**config.mk**
```make
export PLATFORM = sky130hd
export DESIGN_NAME = mod_counter
export DESIGN_NICKNAME = d
export VERILOG_FILES = /design/src/rtl/counter_pkg.sv /design/src/rtl/mod_counter_next.sv /design/src/rtl/mod_counter.sv
export SDC_FILE = /design/constraint.sdc
export NUM_CORES = 1
export LEC_CHECK = 0
export ABC_AREA = 1
export CORE_MARGIN = 3
export CORE_UTILIZATION = 45
export CTS_BUF_LIST = sky130_fd_sc_hd__clkbuf_8
export DETAILED_ROUTE_END_ITERATION = 8
export PLACE_DENSITY = 0.76
export SLEW_MARGIN = 15
export SYNTH_ARGS = -nofsm -noshare
export SYNTH_HDL_FRONTEND = slang
export SYNTH_SLANG_ARGS = --single-unit
```
**constraint.sdc**
```tcl
create_clock -name clk -period 1.4 [get_ports clk]
set_input_delay 0.21 -clock clk [delete_from_list [all_inputs] [get_ports clk]]
set_output_delay 0.21 -clock clk [all_outputs]
set_load 0.02 [all_outputs]
```
**src/rtl/counter_pkg.sv**
```systemverilog
// Shared counter definitions: direction encodings and parameter legality check.
package counter_pkg;

  localparam logic DIR_UP   = 1'b1;
  localparam logic DIR_DOWN = 1'b0;

  // MODULUS must lie in 2..2**WIDTH.
  function automatic bit modulus_legal(input int unsigned width, input int unsigned modulus);
    return (modulus >= 32'd2) && (64'(modulus) <= (64'd1 << width));
  endfunction

endpackage

```
**src/rtl/mod_counter_next.sv**
```systemverilog
// Next-count computation for the modulo counter: up/down with wrap or saturate at the ends.
module mod_counter_next
  import counter_pkg::*;
#(
  parameter int unsigned WIDTH    = 3,
  parameter int unsigned MODULUS  = 6,
  parameter int unsigned SATURATE = 0
) (
  input  logic [WIDTH-1:0] cur,
  input  logic             up_down,
  output logic [WIDTH-1:0] nxt
);

  localparam logic [WIDTH-1:0] TOP = WIDTH'(MODULUS - 1);
  localparam bit               SAT = (SATURATE != 0);

  always_comb begin
    nxt = cur;
    if (up_down == DIR_UP) begin
      if (cur == TOP) nxt = SAT ? cur : '0;
      else            nxt = cur + WIDTH'(1);
    end else begin
      if (cur == '0)  nxt = SAT ? cur : TOP;
      else            nxt = cur - WIDTH'(1);
    end
  end

endmodule

```
**src/rtl/mod_counter.sv**
```systemverilog
// Modulo up/down counter with clear/load priority, wrap pulse, illegal-load pulse and wrap tally.
module mod_counter
  import counter_pkg::*;
#(
  parameter int unsigned WIDTH      = 3,
  parameter int unsigned MODULUS    = 6,
  parameter int unsigned SATURATE   = 0,
  parameter int unsigned WRAP_WIDTH = 8
) (
  input  logic                  clk,
  input  logic                  reset,
  input  logic                  enable,
  input  logic                  up_down,
  input  logic                  clear,
  input  logic                  load,
  input  logic [WIDTH-1:0]      load_value,
  output logic [WIDTH-1:0]      out,
  output logic                  tc,
  output logic                  wrap,
  output logic                  load_err,
  output logic [WRAP_WIDTH-1:0] wrap_count
);

  localparam logic [WIDTH-1:0]      TOP     = WIDTH'(MODULUS - 1);
  localparam logic [WIDTH:0]        MOD_EXT = (WIDTH + 1)'(MODULUS);
  localparam logic [WRAP_WIDTH-1:0] WC_MAX  = '1;

  if (!modulus_legal(WIDTH, MODULUS)) begin : g_bad_modulus
    $error("mod_counter: MODULUS out of range 2..2**WIDTH");
  end

  logic [WIDTH-1:0] nxt;
  logic             load_bad;

  mod_counter_next #(
    .WIDTH    (WIDTH),
    .MODULUS  (MODULUS),
    .SATURATE (SATURATE)
  ) u_next (
    .cur     (out),
    .up_down (up_down),
    .nxt     (nxt)
  );

  assign load_bad = ({1'b0, load_value} >= MOD_EXT);

  // Terminal count only when an enabled advance would hit the sequence end.
  always_comb begin
    tc = 1'b0;
    if (enable && !clear && !load)
      tc = (up_down == DIR_UP) ? (out == TOP) : (out == '0);
  end

  always_ff @(posedge clk or posedge reset) begin
    if (reset) begin
      out        <= '0;
      wrap       <= 1'b0;
      load_err   <= 1'b0;
      wrap_count <= '0;
    end else begin
      wrap     <= 1'b0;
      load_err <= 1'b0;
      if (clear) begin
        out        <= '0;
        wrap_count <= '0;
      end else if (load) begin
        out      <= load_bad ? TOP : load_value;
        load_err <= load_bad;
      end else if (enable) begin
        out  <= nxt;
        wrap <= tc;
        if (tc && (wrap_count != WC_MAX))
          wrap_count <= wrap_count + WRAP_WIDTH'(1);
      end
    end
  end

endmodule

```
## Word-level counts from Yosys, hierarchy flattened

Index checks and enable logic that the tools add are counted.

- Reduce and logical (&&, ||, !) cells: 10
- Equality and inequality tests: 3
- Magnitude comparators: 1
- $add $sub $neg: 3
- Muxes and demuxes: 18

Operators with widths:

| cell | number |
|---|---|
| $mux W8 | 4 |
| $mux W3 | 7 |
| $add A8 B1 Y8 const B | 1 |
| $ne A8 B8 Y1 const B | 1 |
| $mux W1 | 7 |
| $reduce_bool A2 Y1 | 2 |
| $add A3 B1 Y3 const B | 1 |
| $eq A3 B3 Y1 const B | 1 |
| $ge A3 B3 Y1 const B | 1 |
| $logic_and A1 B1 Y1 | 3 |
| $logic_not A3 Y1 | 1 |
| $reduce_and A3 Y1 | 1 |
| $reduce_bool A3 Y1 | 1 |
| $sub A3 B1 Y3 const B | 1 |
| $logic_not A1 Y1 | 2 |
| $ne A2 B2 Y1 const B | 1 |

- Output and inout bits: 14
- Logic and storage cells: 39
- Bits of input ports: 9
- Register bits: 13

## Longest topological paths before layout

Gate-level depths: netlist of run 1.

- Word-level depth: 9
- Mapped depth: 8
- Depth with buffers taken out: 8

## Cells and area by module

A second synthesis of run 1 with hierarchy kept.

- Cell total of the unflattened synthesis: 127
- Area total of the unflattened synthesis: 897.1 um2

Modules (own cells, without submodules):

| module | instances | cells each | area an instance (um2) | sequential area each (um2) |
|---|---|---|---|---|
| mod_counter | 1 | 106 | 800.8 | 325.3 |
| mod_counter_next | 1 | 21 | 96.3 | 0.0 |

## Worst setup path after synthesis of run 1

OpenSTA, ideal clock, no wires.

- Kind: reg2reg
- From: reg wrap_count[0]
- To: reg wrap_count[5]
- Data required time: 1.281 ns
- Cell stages (with the launch flop): 8
- Buffers on the path: 0
- Library setup time: 0.119 ns
- Slack: 0.007 ns
- Arrival time: 1.274 ns
- Period minus slack after synthesis: 1.393 ns
- Cell sequence: dfrtp_1 > ha_1 > nand2_1 > nor2_4 > nand2_2 > nand4_2 > nand3_1 > nand2_1

- Word-level cells in the longest chain between the ends: 5
- Elaborated cells on any way between the ends: 9
- Classes of those cells: add/sub: 1; eq/ne: 1; mux: 4; reduce/logical: 3

RTL lines:

| item | RTL line | source |
|---|---|---|
| start, declared | mod_counter.sv:21 | `output logic [WRAP_WIDTH-1:0] wrap_count` |
| start signal, assigned | mod_counter.sv:73 | `wrap_count <= wrap_count + WRAP_WIDTH'(1);` |
| $add A8 B1 Y8 | mod_counter.sv:73 |  |
| $mux W8 | mod_counter.sv:72 | `if (tc && (wrap_count != WC_MAX))` |
| $mux W8 | mod_counter.sv:69 | `end else if (enable) begin` |
| $mux W8 | mod_counter.sv:66 | `end else if (load) begin` |
| $mux W8 | mod_counter.sv:63 | `if (clear) begin` |

Parallel ways exist; a longest one is shown, timed or not. The select of a mux whose other input is x is not followed.
A chain may end at the register's enable or synchronous reset.

## Final worst setup path of run 1

- From: reg out[1]
- To: out tc

- Word-level cells in the longest chain between the ends: 3
- Elaborated cells on any way between the ends: 4
- Classes of those cells: eq/ne: 1; mux: 2; reduce/logical: 1

RTL lines:

| item | RTL line | source |
|---|---|---|
| start, declared | mod_counter.sv:17 | `output logic [WIDTH-1:0] out,` |
| start signal, assigned | mod_counter.sv:67 | `out <= load_bad ? TOP : load_value;` |
| start signal, assigned | mod_counter.sv:70 | `out <= nxt;` |
| $eq A3 B3 Y1 / $logic_not A3 Y1 (equally long branches) | mod_counter.sv:51 | `tc = (up_down == DIR_UP) ? (out == TOP) : (out == '0);` |
| $mux W1 (*) | mod_counter.sv:51 |  |
| $mux W1 (*) | mod_counter.sv:50 | `if (enable && !clear && !load)` |
| end, declared | mod_counter.sv:18 | `output logic tc,` |

Every way passes the cells marked *; elsewhere a longest branch is shown, timed or not.

==> impl_results.md, run 1 <==
- Relative max-transition margin: 83.2%
- DR vias/cell: 5.05
- Final net count: 183
- Sequential area share after synthesis: 36.0%
- TritonRoute pass-1 iters: 5
- Worst path top cell family by delay: flip-flops
- Largest net degree at the start of global routing: 14
- Pins Over Slew Limit: 0
- Worst Setup Slack, final: -0.0469 ns
- Worst EP arrival: 1.24 ns
- Synthesis-to-finish area growth: 48.2%
- Post-DP HPWL: 1730 µm
- Clock-pin slew of the registers on the worst-case setup and hold paths: 0.06 ns
- Psw: 265 µW
- Antenna-violating nets left: 0
- Switching share of power: 28.3%
- Final setup violation count: 1
- Worst reg2reg path endpoint: wrap_count[1]
- Row count: 15
- CP required: 1.19 ns
- Total power draw: 939 µW
- CP endpoint kind: primary output
- Mux share of post-synthesis cell area: 0%
- Core area: 1800 µm²
- Buf/Inv on CP: 2
- Drt drc: 0
- Adder-cell area share of the yosys netlist: 1.39%
- Worst path slowest cell: dfrtp_2
- Largest family of logic cells by synthesized area: simple AND/OR/NAND/NOR gates
- Die X: 50.8 µm
- Total Wirelength: 2250 µm
- RSZ-0062 raised after global routing: yes
- CP Launch Type: flop
- Synth unique cells: 22
- Setup Skew: 0.000942 ns
- Mapped Area: 903 µm²
- Clk sink count: 13
- Maximum clock rate: 691 MHz
- Flop2flop setup slack: 0.10 ns
- WS Path Type: reg -> out
- Logic pwr share: 22.4%
- Synthesized flop and latch total: 13
- Die Span Y: 50.8 µm
- Routed len/inst: 11.4 µm
- Post-synthesis xor/xnor area fraction: 1.94%
- Lkg Pwr: 0.000804 µW
- N_diodes: 0
- Biggest cell delay along the critical path: 0.43 ns
- Synth Net Count: 140
- Synth Area in Compound Gates: 5.12%
- Internal: 673 µW
- Slew @ Worst Pin: 0.250 ns
- Total number of vias: 995
- Max-cap violations: 0
- Status: finished, violations left
- H-tree levels: 1
- Hold WC Path Type: in -> async
- Grt ovf: 0
- Pre-CTS setup slack: -0.546 ns
- R2R depth: 8
- Gate Count Post-Synth: 130
- Die area: 2580 µm²
- Final Cycle Share: 103%
- Power density cells: 701 nW/µm²
- CP Max Fanout: 4
- Peak supply drop: 0.620 mV
- First-pass GRT wire length: 3680 µm
- Final Critical Period: 1.45 ns
- Vias in the first global route: 894
- TritonCTS clock tree: yes
- Ys Warns: 0
- Post-CTS Hold Fix Bufs: 0
- CP most frequent cell: nand2_2
- Reg power frac: 42.5%
- Worst Setup SP: out[1]
- Ports: 23
- Worst skew pair latency: 0.24 ns
- Failing checks: negative setup slack
- R2R Path Start: wrap_count[0]
- Initial DRC Count: 19
- IO Port Bufs: 22
- Clock share of power: 35.1%
- Initial antenna violation count: 0
- Crit-path cells: inv_2 -> nand3_2 -> nand2_2 -> nand2_2 -> nor2_4 -> buf_6
- Clk buf depth: 2
- Syn avg cell area: 6.95 µm²
- Tot GR Track Use: 18.6%
- Root Driver: clkbuf_8
- Initial Util: 50.1%
- Final hold vios: 0
- Num CTS Buffers: 3
- Post-Synth Simple-Gate Area: 45.3%
- GPL Wtd Cong: 0.841
- Share of cells above drive strength 1: 22.7%
## tightest hold or removal path: stages
cell and delay, ns:
clkdlybuf4s50_1 0.39, inv_1 0.05, buf_4 0.21
## power groups by stage
stage	clock, µW	combinational [µW]	sequential, µW
after floorplan	0	85.3	422
after global placement	0	203	404
after detailed placement	0	210	405
after CTS	331	204	398
after global routing	356	229	400
final	329	210	399
## state kept, by name, indices dropped and copies added (netlist names)
signal,count
load_err,1
out,3
wrap,1
wrap_count,8
## cell usage after synthesis
cell / n / share of area (%)
nand2_1: 44 / 18
inv_1: 22 / 9.1
nand3_1: 16 / 8.9
dfrtp_1: 13 / 36
nor2_1: 5 / 2.1
nand4_1: 4 / 2.8
o21ai_0: 4 / 2.2
nand2_2: 3 / 2.1
nor2_4: 3 / 3.7
a21oi_1: 2 / 1.1
buf_2: 2 / 1.1
nand3_2: 2 / 2.2
a21oi_2: 1 / 0.97
ha_1: 1 / 1.4
nand3b_1: 1 / 0.83
nand4_2: 1 / 1.4
nor2_2: 1 / 0.69
nor3_1: 1 / 0.55
nor3_4: 1 / 1.8
o211ai_1: 1 / 0.83
xnor2_1: 1 / 0.97
xor2_1: 1 / 0.97
## cell usage in the layout (no fill, tap or decap), types with 4 or more instances in the layout
master / instances
nand4_1: 4
clkdlybuf4s50_1: 7
nor2_1: 5
dlygate4sd2_1: 10
dlymetal6s2s_1: 4
nand3_1: 16
o21ai_0: 4
inv_1: 21
nand2_2: 5
dfrtp_1: 12
buf_4: 18
nand2_1: 42
## per-layer routing
metal	track usage (%)	wire length, µm
met3	2.67	120
met2	33.3	1160
met5	0	0
met1	22.3	950
met4	6.73	20
## how the worst max path moves through the flow
stage                    endpoint  slack (ns)  depth (start not counted)
floorplan           wrap_count[5]       0.007                          7
global placement               tc       -0.50                          5
detailed placement             tc       -0.55                          5
CTS                            tc       -0.10                          5
global route                   tc       -0.12                          6
finish                         tc       -0.05                          6
## through the flow
stage                     hold WS (ns)  utilization (%)  cell area, µm²  cells  TNS, ns
final                            0.259             74.3            1340    197  -0.0469
after global routing             0.286             74.3            1340    197   -0.131
after CTS                        0.268             72.6            1310    197   -0.105
after detailed placement         0.524             71.0            1280    193    -2.31
after global placement           0.518             71.0            1280    193    -1.98
after floorplan                 0.0870                -             903    130        0
## logic make-up after synthesis
family	count (synthesis)
XOR/XNOR	2
adder cells (fa/ha/maj)	1
buffers and inverters	24
AO/OA/AOI/OAI	8
AND/OR/NAND/NOR	82
flip-flops	13
## area by class of cell
class | instances | area, µm²
clock buffers | 3 | 41.3
repair buffers | 40 | 354
multi-input cells | 93 | 499
fillers | 159 | 463
flip-flops and latches | 13 | 327
well taps | 25 | 31.3
inverters | 22 | 82.6
clock inverters | 1 | 3.75
## repair_timing
| item | in CTS | in global routing |
|---|---|---|
| pin swaps | 0 | 4 |
| setup buffers | 0 | 0 |
| setup endpoints to repair | 11 | 12 |
| gates resized for setup | 14 | 12 |
| endpoints found under the hold margin | 0 | 0 |
| gates cloned | 0 | 0 |
No activity file was read; power rests on OpenSTA's default activity.
==> inputs of run 2 (changes only) <==
--- a/config.mk
+++ b/config.mk
@@ -6,11 +6,12 @@
 export NUM_CORES = 1
 export LEC_CHECK = 0
 export ABC_AREA = 1
+export CAP_MARGIN = 20
 export CORE_MARGIN = 3
 export CORE_UTILIZATION = 45
 export CTS_BUF_LIST = sky130_fd_sc_hd__clkbuf_8
 export DETAILED_ROUTE_END_ITERATION = 8
-export PLACE_DENSITY = 0.76
+export PLACE_DENSITY = 0.79
 export SLEW_MARGIN = 15
 export SYNTH_ARGS = -nofsm -noshare
 export SYNTH_HDL_FRONTEND = slang
==> constraint.sdc (replaced) <==
create_clock -name clk -period 1.2 [get_ports clk]
set_input_delay 0.18 -clock clk [delete_from_list [all_inputs] [get_ports clk]]
set_output_delay 0.18 -clock clk [all_outputs]
set_load 0.02 [all_outputs]
==> run 2 against run 1 <==
  * The run still ends with negative setup slack left
  * Critical path depth grew 4
  * Largest cell class unchanged
  * Non-clock buffer count rose by 11
  * Global-route usage up 4.7 points
  * Sequential power is 19% higher
  * Via count rose by 11%
==> impl_results.md, run 2 (synthesis gave the netlist of run 1 again) <==
- Final hold vios: 0 (unchanged)
- CP required: 1.34 ns (was 1.19 ns)
- Final net count: 194 (was 183)
- Tot GR Track Use: 23.3% (was 18.6%)
- Final setup violation count: 13 (was 1)
- GPL Wtd Cong: 0.900 (was 0.841)
- Largest net degree at the start of global routing: 10 (was 14)
- DP Area: 1360 µm² (was 1280 µm²)
- CP endpoint kind: flop (was primary output)
- Internal: 826 µW (was 673 µW)
- CP Max Fanout: 3 (was 4)
- Synthesis-to-finish area growth: 66.5% (was 48.2%)
- Most flops, register: wrap_count (unchanged)
- Largest regs: wrap_count x8, out x3 (unchanged)
- Setup_tns: -1.74 ns (was -0.0469 ns)
- Grt ovf: 0 (unchanged)
- Power density cells: 796 nW/µm² (was 701 nW/µm²)
- Worst path slowest cell: dfrtp_2 (unchanged)
- Switching share of power: 31.0% (was 28.3%)
- Reg power frac: 39.5% (was 42.5%)
- TritonCTS clock tree: yes (unchanged)
- Clock-pin slew of the registers on the worst-case setup and hold paths: 0.06 ns (about the same)
- Total power draw: 1200 µW (was 939 µW)
- Worst Setup Slack, final: -0.260 ns (was -0.0469 ns)
- Ports: 23 (unchanged)
- Maximum clock rate: 685 MHz
- Buf/Inv on CP: 4 (was 2)
- Biggest cell delay along the critical path: 0.43 ns (about the same)
- Clock share of power: 33.7% (was 35.1%)
- Worst EP arrival: 1.60 ns (was 1.24 ns)
- R2R depth: 10 (was 8)
- Commonest non-fill, non-tap cell in the layout: nand2_1 (unchanged)
- Peak supply drop: 0.916 mV (was 0.620 mV)
- Core area: 1800 µm² (unchanged)
- Final core utilization: 83.5% (was 74.3%)
- Crit-path cells: buf_4 -> buf_4 -> nand2_1 -> inv_1 -> nor2_1 -> inv_1 -> nand2_1 -> nand3_1 -> nand2_1 -> nand2_1 (was inv_2 -> nand3_2 -> nand2_2 -> nand2_2 -> nor2_4 -> buf_6)
- H-tree levels: 1 (unchanged)
- Relative max-transition margin: 80.5% (was 83.2%)
- Hold WC Path Type: in -> async (unchanged)
- Total Wirelength: 3080 µm (was 2250 µm)
- Commonest non-fill, non-tap cells in the layout: nand2_1 (42), buf_4 (27), inv_1 (20), nand3_1 (12), dlygate4sd2_1 (10) (was nand2_1 (42), inv_1 (21), buf_4 (18), nand3_1 (16), dfrtp_1 (12))
- Max reg flops: 8 (unchanged)
- Root Driver: clkbuf_8 (unchanged)
- Clk buf depth: 2 (unchanged)
- Pins Over Slew Limit: 0 (unchanged)
- Area of the multi-input gates: 573 µm² (was 499 µm²)
- Die area: 2580 µm² (unchanged)
- Worst path top cell family by delay: simple AND/OR/NAND/NOR gates (was flip-flops)
- Slew @ Worst Pin: 0.291 ns (was 0.250 ns)
- Row count: 15 (unchanged)
- Max-cap violations: 0 (unchanged)
- Total number of vias: 1107 (was 995)
- Vias in the first global route: 1055 (was 894)
- DR vias/cell: 5.32 (was 5.05)
- Failing checks: negative setup slack (unchanged)
- IO Port Bufs: 22 (unchanged)
- Logic pwr share: 26.8% (was 22.4%)
- Status: finished, violations left (unchanged)
- Worst reg2reg path endpoint: out[1] (was wrap_count[1])
- Final instance area: 1500 µm² (was 1340 µm²)
- N_diodes: 0 (unchanged)
- Initial antenna violation count: 0 (unchanged)
- Final Critical Period: 1.46 ns
- Drt drc: 0 (unchanged)
- Share of cells above drive strength 1: 35.0% (was 22.7%)
- Initial DRC Count: 29 (was 19)
- Num CTS Buffers: 3 (unchanged)
- RSZ-0062 raised after global routing: yes (unchanged)
- R2R Path Start: out[1] (was wrap_count[0])
- Register area: 332 µm² (was 327 µm²)
- Pre-CTS setup slack: -0.676 ns (was -0.546 ns)
- Setup Skew: 0.00526 ns (was 0.000942 ns)
- CP most frequent cell: nand2_1 (was nand2_2)
- Psw: 371 µW (was 265 µW)
- TritonRoute pass-1 iters: 4 (was 5)
- Post-DP HPWL: 1870 µm (was 1730 µm)
- Filler instances: 109 (was 159)
- Lkg Pwr: 0.000828 µW (was 0.000804 µW)
- Die X: 50.8 µm (unchanged)
- Routed len/inst: 14.8 µm (was 11.4 µm)
- CP Launch Type: flop (unchanged)
- Initial Util: 50.1% (unchanged)
- Antenna-violating nets left: 0 (unchanged)
- Worst skew pair latency: 0.25 ns (was 0.24 ns)
- Flop2flop setup slack: -0.26 ns (was 0.10 ns)
- WS Path Type: reg -> reg (was reg -> out)
- Clk sink count: 13 (unchanged)
- First-pass GRT wire length: 4480 µm (was 3680 µm)
- Die Span Y: 50.8 µm (unchanged)
- Final Cycle Share: 122%
- Post-CTS Hold Fix Bufs: 0 (unchanged)
-- run 2: cell count changes in the layout (fill, tap and decap cells not counted), sizes merged --
cell | before | now
clkdlybuf4s15 | 0 | 4
dlymetal6s2s | 4 | 0
clkdlybuf4s50 | 7 | 4
clkbuf | 3 | 4
buf | 19 | 32
-- run 2: power groups by stage --
stage	Clock, µW	Sequential, µW	Combinational [µW]
after floorplan	0	496	106
after global placement	0	474	256
after detailed placement	0	475	264
after CTS	411	468	270
after global routing	431	475	343
final	403	473	321
-- run 2: worst max-delay path by stage --
stage,cells after the start,from,slack (ns),end
after floorplan,8,wrap_count[0],-0.04,wrap_count[0]
after global placement,5,load,-0.65,tc
after detailed placement,5,clear,-0.68,tc
after CTS,6,out[1],-0.21,tc
after global routing,10,out[1],-0.37,out[1]
final,10,out[1],-0.26,out[1]
-- run 2: layout make-up --
cell class                      count  area share [%]
Clock buffer                        3            2.75
Clock inverter                      1           0.250
Inverter                           22            5.49
Multi-Input combinational cell     93            38.1
Sequential cell                    13            22.0
Tap cell                           25            2.08
Timing Repair Buffer               51            29.3
-- run 2: through the flow --
step / cells / hold WS [ns]
floorplan: 130 / 0.0566
global placement: 198 / 0.402
finish: 208 / 0.129
detailed placement: 198 / 0.405
global route: 208 / 0.136
CTS: 205 / 0.133
-- run 2: worst reg2reg max path, delay by kind of cell, from the launching register on --
family	cells	cell delay, ns
and+or+nand+nor	6	0.50
DFF	1	0.43
buffers and inverters	4	0.41
-- run 2: per-layer routing --
metal  GRT usage [%]  share of wire (%)
met1            26.6                 40
met2            41.1                 52
met3            3.86                4.9
met4            12.1                3.4
met5               0                  0
-- run 2: timing repair --
item | in CTS | in global routing
setup buffers | 3 | 3
gates cloned | 0 | 0
pin swaps | 5 | 3
gates resized for setup | 39 | 13
endpoints found under the setup margin | 24 | 19
